==> src/rtl/hazard_scoreboard_pkg.sv <==
// Shared types and constants for the hazard/forwarding scoreboard.
package hazard_pkg;

  // Forward-select value meaning "use register-file data"
  localparam int unsigned FWD_RF       = 0;
  localparam int unsigned ALU_LAT_DEF  = 1;
  localparam int unsigned LOAD_LAT_DEF = 2;

  // Entry field widths; addresses are zero-extended into ENTRY_AW bits
  localparam int unsigned ENTRY_AW = 8;
  localparam int unsigned LAT_W    = 4;

  typedef struct packed {
    logic                v;
    logic [ENTRY_AW-1:0] addr;
    logic [LAT_W-1:0]    lat;
  } entry_t;

endpackage

==> src/rtl/hazard_scoreboard_if.sv <==
// ID-stage request and hazard/forwarding response bundle.
interface hazard_scoreboard_if #(
  parameter int unsigned AW = 5,
  parameter int unsigned SW = 2,
  parameter int unsigned CW = 32
);
  logic          hold;
  logic          flush;
  logic          id_valid;
  logic [AW-1:0] id_rs;
  logic [AW-1:0] id_rt;
  logic          id_use_rs;
  logic          id_use_rt;
  logic          id_wr_en;
  logic [AW-1:0] id_wr_addr;
  logic          id_is_load;
  logic          stall;
  logic [SW-1:0] ex_fwd_rs;
  logic [SW-1:0] ex_fwd_rt;
  logic [CW-1:0] stall_cnt;

  modport master (
    output hold, flush, id_valid, id_rs, id_rt, id_use_rs, id_use_rt,
           id_wr_en, id_wr_addr, id_is_load,
    input  stall, ex_fwd_rs, ex_fwd_rt, stall_cnt
  );

  modport slave (
    input  hold, flush, id_valid, id_rs, id_rt, id_use_rs, id_use_rt,
           id_wr_en, id_wr_addr, id_is_load,
    output stall, ex_fwd_rs, ex_fwd_rt, stall_cnt
  );
endinterface

==> src/rtl/hazard_scoreboard_entry_shift.sv <==
// In-flight writer pipeline: entry 0 is EX, entry NSTAGE-1 is WB.
module sb_entry_shift
  import hazard_pkg::*;
#(
  parameter int unsigned NSTAGE = 3
) (
  input  logic                clk,
  input  logic                rst,
  input  logic                hold,
  input  entry_t              inEntry,
  output entry_t [NSTAGE-1:0] entries
);

  // Advance one stage per unfrozen cycle; the WB entry falls off the end
  always_ff @(posedge clk or posedge rst) begin
    if (rst) begin
      entries <= '0;
    end else if (!hold) begin
      entries[0] <= inEntry;
      for (int i = 1; i < int'(NSTAGE); i++) begin
        entries[i] <= entries[i-1];
      end
    end
  end

endmodule

==> src/rtl/hazard_scoreboard.sv <==
// RAW hazard detection, stall generation and EX forward selects for ID.
module hazard_scoreboard
  import hazard_pkg::*;
#(
  parameter int unsigned NSTAGE   = 3,
  parameter int unsigned AW       = 5,
  parameter int unsigned ALU_LAT  = ALU_LAT_DEF,
  parameter int unsigned LOAD_LAT = LOAD_LAT_DEF,
  parameter int unsigned SW       = 2,
  parameter int unsigned CW       = 32
) (
  input  logic               clk,
  input  logic               rst,
  hazard_scoreboard_if.slave bus
);

  entry_t [NSTAGE-1:0] entries;
  entry_t              newEntry;

  logic             rsHit;
  logic             rtHit;
  logic [SW-1:0]    rsAge;
  logic [SW-1:0]    rtAge;
  logic [LAT_W-1:0] rsLat;
  logic [LAT_W-1:0] rtLat;
  logic             rsMatch;
  logic             rtMatch;
  logic             rsWait;
  logic             rtWait;
  logic             stallC;
  logic             bubble;
  logic [SW-1:0]    fwdRsNext;
  logic [SW-1:0]    fwdRtNext;

  sb_entry_shift #(.NSTAGE(NSTAGE)) u_shift (
    .clk     (clk),
    .rst     (rst),
    .hold    (bus.hold),
    .inEntry (newEntry),
    .entries (entries)
  );

  // Youngest in-flight writer of rs and rt; oldest-first scan so the youngest overwrites, WB skipped
  always_comb begin
    rsHit = 1'b0;
    rtHit = 1'b0;
    rsAge = '0;
    rtAge = '0;
    rsLat = '0;
    rtLat = '0;
    for (int i = int'(NSTAGE) - 1; i >= 0; i--) begin
      if ((i < int'(NSTAGE) - 1) && entries[i].v) begin
        if (entries[i].addr == ENTRY_AW'(bus.id_rs)) begin
          rsHit = 1'b1;
          rsAge = SW'(i + 1);
          rsLat = entries[i].lat;
        end
        if (entries[i].addr == ENTRY_AW'(bus.id_rt)) begin
          rtHit = 1'b1;
          rtAge = SW'(i + 1);
          rtLat = entries[i].lat;
        end
      end
    end
  end

  // Stall when a producer's result is not yet forwardable; flush wins and makes a bubble
  always_comb begin
    rsMatch   = bus.id_valid & bus.id_use_rs & (bus.id_rs != AW'(0)) & rsHit;
    rtMatch   = bus.id_valid & bus.id_use_rt & (bus.id_rt != AW'(0)) & rtHit;
    rsWait    = rsMatch & (int'(rsAge) < int'(rsLat));
    rtWait    = rtMatch & (int'(rtAge) < int'(rtLat));
    stallC    = bus.id_valid & ~bus.flush & (rsWait | rtWait);
    bubble    = stallC | bus.flush;
    fwdRsNext = (rsMatch & ~bubble) ? rsAge + SW'(1) : SW'(FWD_RF);
    fwdRtNext = (rtMatch & ~bubble) ? rtAge + SW'(1) : SW'(FWD_RF);

    newEntry.v    = bus.id_valid & bus.id_wr_en & (bus.id_wr_addr != AW'(0)) & ~bubble;
    newEntry.addr = ENTRY_AW'(bus.id_wr_addr);
    newEntry.lat  = bus.id_is_load ? LAT_W'(LOAD_LAT) : LAT_W'(ALU_LAT);
  end

  assign bus.stall = stallC;

  // Selects travel with the instruction into EX; stall counter saturates
  always_ff @(posedge clk or posedge rst) begin
    if (rst) begin
      bus.ex_fwd_rs <= SW'(FWD_RF);
      bus.ex_fwd_rt <= SW'(FWD_RF);
      bus.stall_cnt <= '0;
    end else if (!bus.hold) begin
      bus.ex_fwd_rs <= fwdRsNext;
      bus.ex_fwd_rt <= fwdRtNext;
      if (stallC && (bus.stall_cnt != '1)) begin
        bus.stall_cnt <= bus.stall_cnt + CW'(1);
      end
    end
  end

endmodule

==> src/flat_wrapper.sv <==
// flat-port wrapper written by rule: the top's interface ports become plain ports
module hazard_scoreboard_flat import hazard_pkg::*;
#(
  parameter int unsigned NSTAGE   = 3,
  parameter int unsigned AW       = 5,
  parameter int unsigned ALU_LAT  = ALU_LAT_DEF,
  parameter int unsigned LOAD_LAT = LOAD_LAT_DEF,
  parameter int unsigned SW       = 2,
  parameter int unsigned CW       = 32
)
  (clk, rst, bus_hold, bus_flush, bus_id_valid, bus_id_rs, bus_id_rt, bus_id_use_rs, bus_id_use_rt, bus_id_wr_en, bus_id_wr_addr, bus_id_is_load, bus_stall, bus_ex_fwd_rs, bus_ex_fwd_rt, bus_stall_cnt);
  hazard_scoreboard_if #(.AW(AW), .SW(SW), .CW(CW)) bus_i ();
  input  logic clk;
  input  logic rst;
  input wire logic [$bits(bus_i.hold)-1:0] bus_hold;
  input wire logic [$bits(bus_i.flush)-1:0] bus_flush;
  input wire logic [$bits(bus_i.id_valid)-1:0] bus_id_valid;
  input wire logic [$bits(bus_i.id_rs)-1:0] bus_id_rs;
  input wire logic [$bits(bus_i.id_rt)-1:0] bus_id_rt;
  input wire logic [$bits(bus_i.id_use_rs)-1:0] bus_id_use_rs;
  input wire logic [$bits(bus_i.id_use_rt)-1:0] bus_id_use_rt;
  input wire logic [$bits(bus_i.id_wr_en)-1:0] bus_id_wr_en;
  input wire logic [$bits(bus_i.id_wr_addr)-1:0] bus_id_wr_addr;
  input wire logic [$bits(bus_i.id_is_load)-1:0] bus_id_is_load;
  output wire logic [$bits(bus_i.stall)-1:0] bus_stall;
  output wire logic [$bits(bus_i.ex_fwd_rs)-1:0] bus_ex_fwd_rs;
  output wire logic [$bits(bus_i.ex_fwd_rt)-1:0] bus_ex_fwd_rt;
  output wire logic [$bits(bus_i.stall_cnt)-1:0] bus_stall_cnt;
  assign bus_i.hold = bus_hold;
  assign bus_i.flush = bus_flush;
  assign bus_i.id_valid = bus_id_valid;
  assign bus_i.id_rs = bus_id_rs;
  assign bus_i.id_rt = bus_id_rt;
  assign bus_i.id_use_rs = bus_id_use_rs;
  assign bus_i.id_use_rt = bus_id_use_rt;
  assign bus_i.id_wr_en = bus_id_wr_en;
  assign bus_i.id_wr_addr = bus_id_wr_addr;
  assign bus_i.id_is_load = bus_id_is_load;
  assign bus_stall = bus_i.stall;
  assign bus_ex_fwd_rs = bus_i.ex_fwd_rs;
  assign bus_ex_fwd_rt = bus_i.ex_fwd_rt;
  assign bus_stall_cnt = bus_i.stall_cnt;
  hazard_scoreboard #(.NSTAGE(NSTAGE), .AW(AW), .ALU_LAT(ALU_LAT), .LOAD_LAT(LOAD_LAT), .SW(SW), .CW(CW)) u_core (.clk(clk), .rst(rst), .bus(bus_i));
endmodule
==> config.mk <==
export PLATFORM = sky130hd
export DESIGN_NAME = hazard_scoreboard_flat
export DESIGN_NICKNAME = d
export VERILOG_FILES = /design/src/rtl/hazard_scoreboard_pkg.sv /design/src/rtl/hazard_scoreboard_if.sv /design/src/rtl/hazard_scoreboard_entry_shift.sv /design/src/rtl/hazard_scoreboard.sv /design/src/flat_wrapper.sv
export SDC_FILE = /design/constraint.sdc
export NUM_CORES = 1
export LEC_CHECK = 0
export BUFFER_PORTS_ARGS = -buffer_cell sky130_fd_sc_hd__buf_2
export CORE_MARGIN = 1.5
export CORE_UTILIZATION = 50
export CTS_CLUSTER_SIZE = 30
export DETAILED_ROUTE_END_ITERATION = 6
export PLACE_DENSITY = 0.81
export SLEW_MARGIN = 20
export SYNTH_ARGS = -nofsm -noshare
export SYNTH_HDL_FRONTEND = slang
export SYNTH_HIERARCHICAL = 1
export SYNTH_SLANG_ARGS = --single-unit
==> constraint.sdc <==
create_clock -name clk -period 12.7 [get_ports clk]
set_input_delay 3.81 -clock clk [delete_from_list [all_inputs] [get_ports clk]]
set_output_delay 3.81 -clock clk [all_outputs]
set_load 0.03 [all_outputs]
==> summary.txt, run 1 <==
Final layout
  • Nets: 380
  • Post-route cell area: 3910 sq um
  • Share of cells above drive strength 1: 38.0%
  • Multi-input gate area: 1730 sq um
  • Reg area: approximately 1600 sq um
  • # fillers: 535
  • Post-layout util: 60.9%
  • Area Overhead vs Synth: 16.0%
  • Ant. Diodes: 0

Floorplan
  • Die width: 85.2 um
  • Vert. Die Dim: 85.2 um
  • Boundary Pins: 61
  • Die area: ~7300 sq um
  • Core Area: ~6400 sq um
  • Initial core utilization: 52.5%
  • Row count: 29

Drt
  • Initial DRC Count: between 60 and 70
  • Remaining DRCs: 7
  • Drt pass-1 iters: 6
  • Number of vias per cell: around 5.4
  • Antenna Nets Post-Route: 0
  • Routed via count: 2328
  • Final WL: 6.49 mm
  • DR WL/cell: approximately 15 um

Place
  • Port bufs: 60
  • Placer Congestion: 0.865
  • DPL Wire Length: 4.72 mm
  • Placement-stage cell area: 3710 sq um

CTS
  • Clock Tree Root: clkbuf_8
  • Clock slew at reported path FFs: 0.07 ns
  • Hold-fix buffers at CTS: 0
  • Clock buffer depth: 2
  • Worst skew pair latency: 0.33 ns
  • Num Clock Sinks: 62
  • Post-CTS sizing: 0
  • Post-CTS setup buffers: 0
  • CTS Buf Count: 9
  • CTS tree: done
  • H-tree depth: 3

STA
  • WHS: 0.488 ns
  • Setup TNS: 0 ns
  • Unrepaired setup endpoints after global routing: no
  • Final hold violation count: 0
  • Shortest period the worst path allows: 9.85 ns
  • Final period util: 77.6%
  • Worst slew pin tran: 0.943 ns
  • Final setup viols: 0
  • Rel. slew slack: 36.7%
  • Final Max Slew Viols: 0
  • Fmax: around 100 MHz
  • Worst Skew: 0.00841 ns

Critical path
  • Crit Path Max Fanout: 4
  • Startpoint Class: primary input
  • CP Class: in2out
  • Reg2reg end: u_core/bus.stall_cnt[1]
  • Worst path required time: 8.89 ns
  • Setup crit end kind: primary output
  • Origin of the critical flop-to-flop path: u_core/u_shift/entries[22]
  • Crit path DAT: 6.04 ns
  • Worst-case reg-to-reg path depth: 12
  • R2r setup slk: approximately 9.1 ns

Logic synthesis
  • Mapped Area: 3370 sq um
  • Syn Inst Count: 285
  • Syn avg cell area: 11.8 sq um
  • Ys Warns: 6

Global routing
  • Global-route wire length before repair: 11.1 mm
  • Tot GR Track Use: between 10% and 20%
  • Vias in the first global route: around 2400
  • Largest net degree at the start of global routing: 36
  • Initial antenna violation count: 0
  • GRT Residual Overflow: 0

Power and ir drop
  • Leakage: 1.95 nW
  • Comb pwr share: a little under a tenth
  • Clk pwr share: 40.1%
  • Worst VDD drop: between 0.09 and 0.1 mV
  • Sequential cell fraction of total power: around half
  • P_sw: 106 uW
  • Total power: 432 uW
  • Sw frac: 24.5%
  • Int Pwr: 326 uW
  • PwrDens: between 100 and 150 nW/um^2

Run status
  • Status: complete, but fails checks
  • Failing checks: design-rule violations

Worst hold path
  • Tightest Hold Check Type: reg2reg
  • Hold Path Origin: u_core/bus.stall_cnt[18]
  • Hold Crit Depth: 1
  • Hold endpoint: u_core/bus.stall_cnt[18]

Flow run
  • Max-Cap Viols: 0
[power by group through the flow]
stage          Sequential, mW  Combinational [mW]  Clock, mW
6_report                0.218              0.0408      0.173
5_1_grt                 0.220              0.0455      0.185
4_1_cts                 0.218              0.0414      0.177
3_5_place_dp            0.222              0.0412          0
3_3_place_gp            0.221              0.0402          0
2_1_floorplan           0.218              0.0323          0
[metrics by stage]
| stage | worst slack (ns) | std cells |
|---|---|---|
| 4_1_cts | 2.85 | 435 |
| 5_1_grt | 2.63 | 435 |
| 6_report | 2.85 | 435 |
| 3_3_place_gp | 2.94 | 419 |
| 3_5_place_dp | 2.86 | 419 |
| 2_1_floorplan | 2.84 | 289 |
[routing by layer]
metal | share of wire, % | vias to the layer above | GRT usage [%]
li1 | - | 1134 | -
met1 | 47 | 1131 | 25.3
met2 | 48 | 59 | 31.8
met3 | 4.7 | 4 | 5.84
met4 | 0.43 | 0 | 4.62
met5 | 0 | - | 0
[registers in the layout, summed over array words and instances (netlist names)]
name                    count
u_core/bus.ex_fwd_rs        2
u_core/bus.ex_fwd_rt        2
u_core/bus.stall_cnt       32
u_core/u_shift/entries     26
[placed cells by master (no fill, tap or decap), types with 2 or more instances in the layout]
cell type,instances
buf_4,2
nor4_1,2
nand2_1,19
o21ai_1,3
or2_2,2
nor3b_1,3
o21ai_0,2
or4_1,2
inv_1,4
nand3_1,15
dfrtp_1,62
and2_1,4
nor3_2,20
clkinvlp_4,2
nor4_2,2
nor3b_2,3
buf_2,60
nor2_1,13
xnor2_1,13
conb_1,5
xor2_1,38
ha_1,3
nand4_1,7
and3_1,4
mux2_4,10
or3_1,2
clkbuf_8,10
nor4b_2,3
mux2_2,16
and4_1,5
[area by class of cell]
class	count	share of cell area [%]
repair buffers	62	8.06
multi-input cells	213	44.2
inverters	5	0.480
well taps	77	2.46
clock inverters	5	1.50
clock buffers	11	3.61
flip-flops and latches	62	39.6
[worst max-delay path, stage by stage]
cell,delay (ns)
buf_2,0.12
xnor2_1,0.15
nand2_1,0.09
or3_1,0.42
and3_1,0.20
a21oi_1,0.12
ha_1,0.25
nor2_1,0.09
nor2_1,0.05
nor4_1,0.19
a31o_1,0.19
a22oi_4,0.06
nor2_1,0.10
buf_2,0.20
[worst max-delay path by stage]
| stage | from | endpoint |
|---|---|---|
| 6_report | bus_id_rt[4] | bus_stall |
| 3_3_place_gp | bus_id_rs[0] | bus_stall |
| 4_1_cts | bus_id_rt[4] | bus_stall |
| 2_1_floorplan | bus_id_rt[4] | bus_stall |
| 5_1_grt | bus_id_rt[4] | bus_stall |
| 3_5_place_dp | bus_id_rt[4] | bus_stall |
No activity file was read; power rests on OpenSTA's default activity.
==> run 2, diff against run 1 <==
- PLACE_DENSITY: 0.81 -> 0.84
- clock period: 12.7 -> 8.9 ns (I/O delays scaled with it)
==> run 2 against run 1 <==
  * The run still ends with design-rule violations left
  * Worst setup slack lost 1.5 ns
  * Non-clock buffer count is the same
  * Global-route usage grew 0.36 points
  * Worst hold slack lost 0.012 ns
  * Clock power grew 21%
  * Cell area shrank 0.83%
  * Die area is the same
  * Power grew 34%
  * Critical path type unchanged
  * Critical endpoint unchanged
  * Largest cell class unchanged
  * Highest routed layer unchanged
==> summary.txt, run 2 (synthesized netlist as in run 1, its figures left out) <==
Run status
  • Status: complete, but fails checks
  • Failing checks: design-rule violations

Power and ir drop
  • PwrDens: about 150 nW/um^2
  • Worst VDD drop: a little over 0.09 mV
  • Total power: 580 uW
  • Leakage: 1.95 nW

STA
  • Worst Skew: 0.00718 ns
  • Final Max Slew Viols: 0
  • Rel. slew slack: 39.2%
  • Final setup viols: 0
  • WHS: about 0.48 ns
  • Unrepaired setup endpoints after global routing: no
  • Final period util: a little under nine tenths
  • Final hold violation count: 0
  • Shortest period the worst path allows: 7.58 ns
  • Setup TNS: 0 ns
  • Worst slew pin tran: roughly 0.91 ns
  • Fmax: roughly 130 MHz

Global routing
  • Global-route wire length before repair: around 11 mm
  • Initial antenna violation count: 0
  • Largest net degree at the start of global routing: 36
  • Vias in the first global route: 2385
  • Tot GR Track Use: 19.8%
  • GRT Residual Overflow: 0

Floorplan
  • Die area: 7250 sq um
  • Boundary Pins: between 60 and 70
  • Initial core utilization: 52.5%
  • Vert. Die Dim: ~85 um
  • Die width: 85.2 um
  • Core Area: 6420 sq um
  • Row count: 29

Place
  • Port bufs: 60
  • Placer Congestion: between 0.8 and 0.9
  • DPL Wire Length: 4.78 mm
  • Placed cells: 419

Final layout
  • Share of cells above drive strength 1: 37.7%
  • Largest register FFs: 32
  • Commonest non-fill, non-tap cells in the layout: dfrtp_1 (62), buf_2 (60), xor2_1 (38)
  • Area Overhead vs Synth: 15.0%
  • # fillers: 533
  • Ant. Diodes: 0
  • Multi-input gate area: 1730 sq um
  • Top Registers: u_core/bus.stall_cnt x32, u_core/u_shift/entries x26
  • Nets: 380
  • Largest reg by FF count: u_core/bus.stall_cnt
  • Most common cell after layout, fill and taps aside: dfrtp_1
  • Fin cells: 435
  • Reg area: about 1600 sq um

Critical path
  • CP Class: in2out
  • CP cell instances: buf_2 > xnor2_1 > nand2_1 > or3_1 > and3_1 > a21oi_1 > ha_1 > nor2_1 > nor2_1 > nor4_1 > a31o_1 > a22oi_4 > nor2_1 > buf_2
  • Most common cell on crit path: nor2_1
  • Slowest CP cell: or3_1
  • Crit path DAT: slightly below 5 ns
  • Worst path required time: 6.23 ns
  • Delay-heaviest family, CP: simple AND/OR/NAND/NOR gates
  • Crit Path Max Fanout: 4
  • CP Buf/Inv Count: 2
  • Setup crit end kind: primary output
  • Startpoint Class: primary input
  • Slowest stage delay, CP: 0.42 ns

CTS
  • CTS tree: done
  • Hold-fix buffers at CTS: 0
  • Clock slew at reported path FFs: 0.06 ns
  • Post-CTS sizing: 0
  • H-tree depth: 3
  • Num Clock Sinks: between 60 and 70
  • Worst skew pair latency: approximately 0.34 ns
  • CTS Buf Count: 9
  • Post-CTS setup buffers: 0
  • Clock buffer depth: 2
  • Clock Tree Root: clkbuf_8

Drt
  • Highest Signal Layer: met4
  • Final WL: 6.59 mm
  • Met3 routed WL: around 290 um
  • Remaining DRCs: 5
  • Drt pass-1 iters: 7
  • Antenna Nets Post-Route: 0
  • Routed via count: 2390
  • Met2 WL: 3.40 mm
  • Wire length on met1: 2.82 mm
  • DR WL/cell: about 15 um
  • Initial DRC Count: 91
  • Number of vias per cell: 5.49

Worst hold path
  • Tightest Hold Check Type: reg2reg

Flow run
  • Max-Cap Viols: 0
[run 2: routing by layer]
metal | GRT usage (%) | vias to the layer above
met5 | 0 | -
met4 | 7.30 | 0
met3 | 5.35 | 8
met2 | 33.8 | 61
met1 | 23.8 | 1179
li1 | - | 1142
[run 2: final cells by class]
type | instances | share of cell area, %
well taps | 77 | 2.48
clock buffers | 12 | 3.74
clock inverters | 4 | 0.580
repair buffers | 62 | 8.12
inverters | 5 | 0.484
multi-input cells | 213 | 44.6
flip-flops and latches | 62 | 40.0
[run 2: final timing paths]
kind / from / to / slack [ns] / cells past startpoint
setup / recovery: bus_id_rt[4] / bus_stall / 1.32 / 14
hold / removal: u_core/bus.stall_cnt[18] / u_core/bus.stall_cnt[18] / 0.48 / 1
setup reg to reg: u_core/u_shift/entries[22] / u_core/bus.stall_cnt[1] / 5.32 / 12
hold reg to reg: u_core/bus.stall_cnt[18] / u_core/bus.stall_cnt[18] / 0.48 / 1
max in group asynchronous: rst / u_core/bus.stall_cnt[30] / 5.95 / 3
min in group asynchronous: rst / u_core/bus.stall_cnt[1] / 2.27 / 2
[run 2: where the power goes]
| part | internal [mW] | switching (mW) |
|---|---|---|
| combinational | 0.0320 | 0.0269 |
| clock | 0.107 | 0.102 |
| sequential | 0.296 | 0.0152 |
| total | 0.435 | 0.144 |
[run 2: through the flow]
stage	cell area, sq um	worst slack [ns]	util, %
6_report	3880	1.32	60.4
5_1_grt	3880	1.14	60.4
4_1_cts	3880	1.33	60.4
2_1_floorplan	3390	1.32	-
3_5_place_dp	3710	1.34	57.8
3_3_place_gp	3710	1.42	57.8
[run 2: worst reg2reg max path, stage by stage, from the launching register on]
cell,delay (ns)
dfrtp_1,0.39
nor4b_2,0.39
nand3_1,0.12
or4_4,0.56
nor2_1,0.16
a22oi_1,0.09
ha_1,0.28
nor2_1,0.04
a211o_1,0.29
a22oi_4,0.18
buf_4,0.47
nor2_1,0.16
mux2_1,0.34
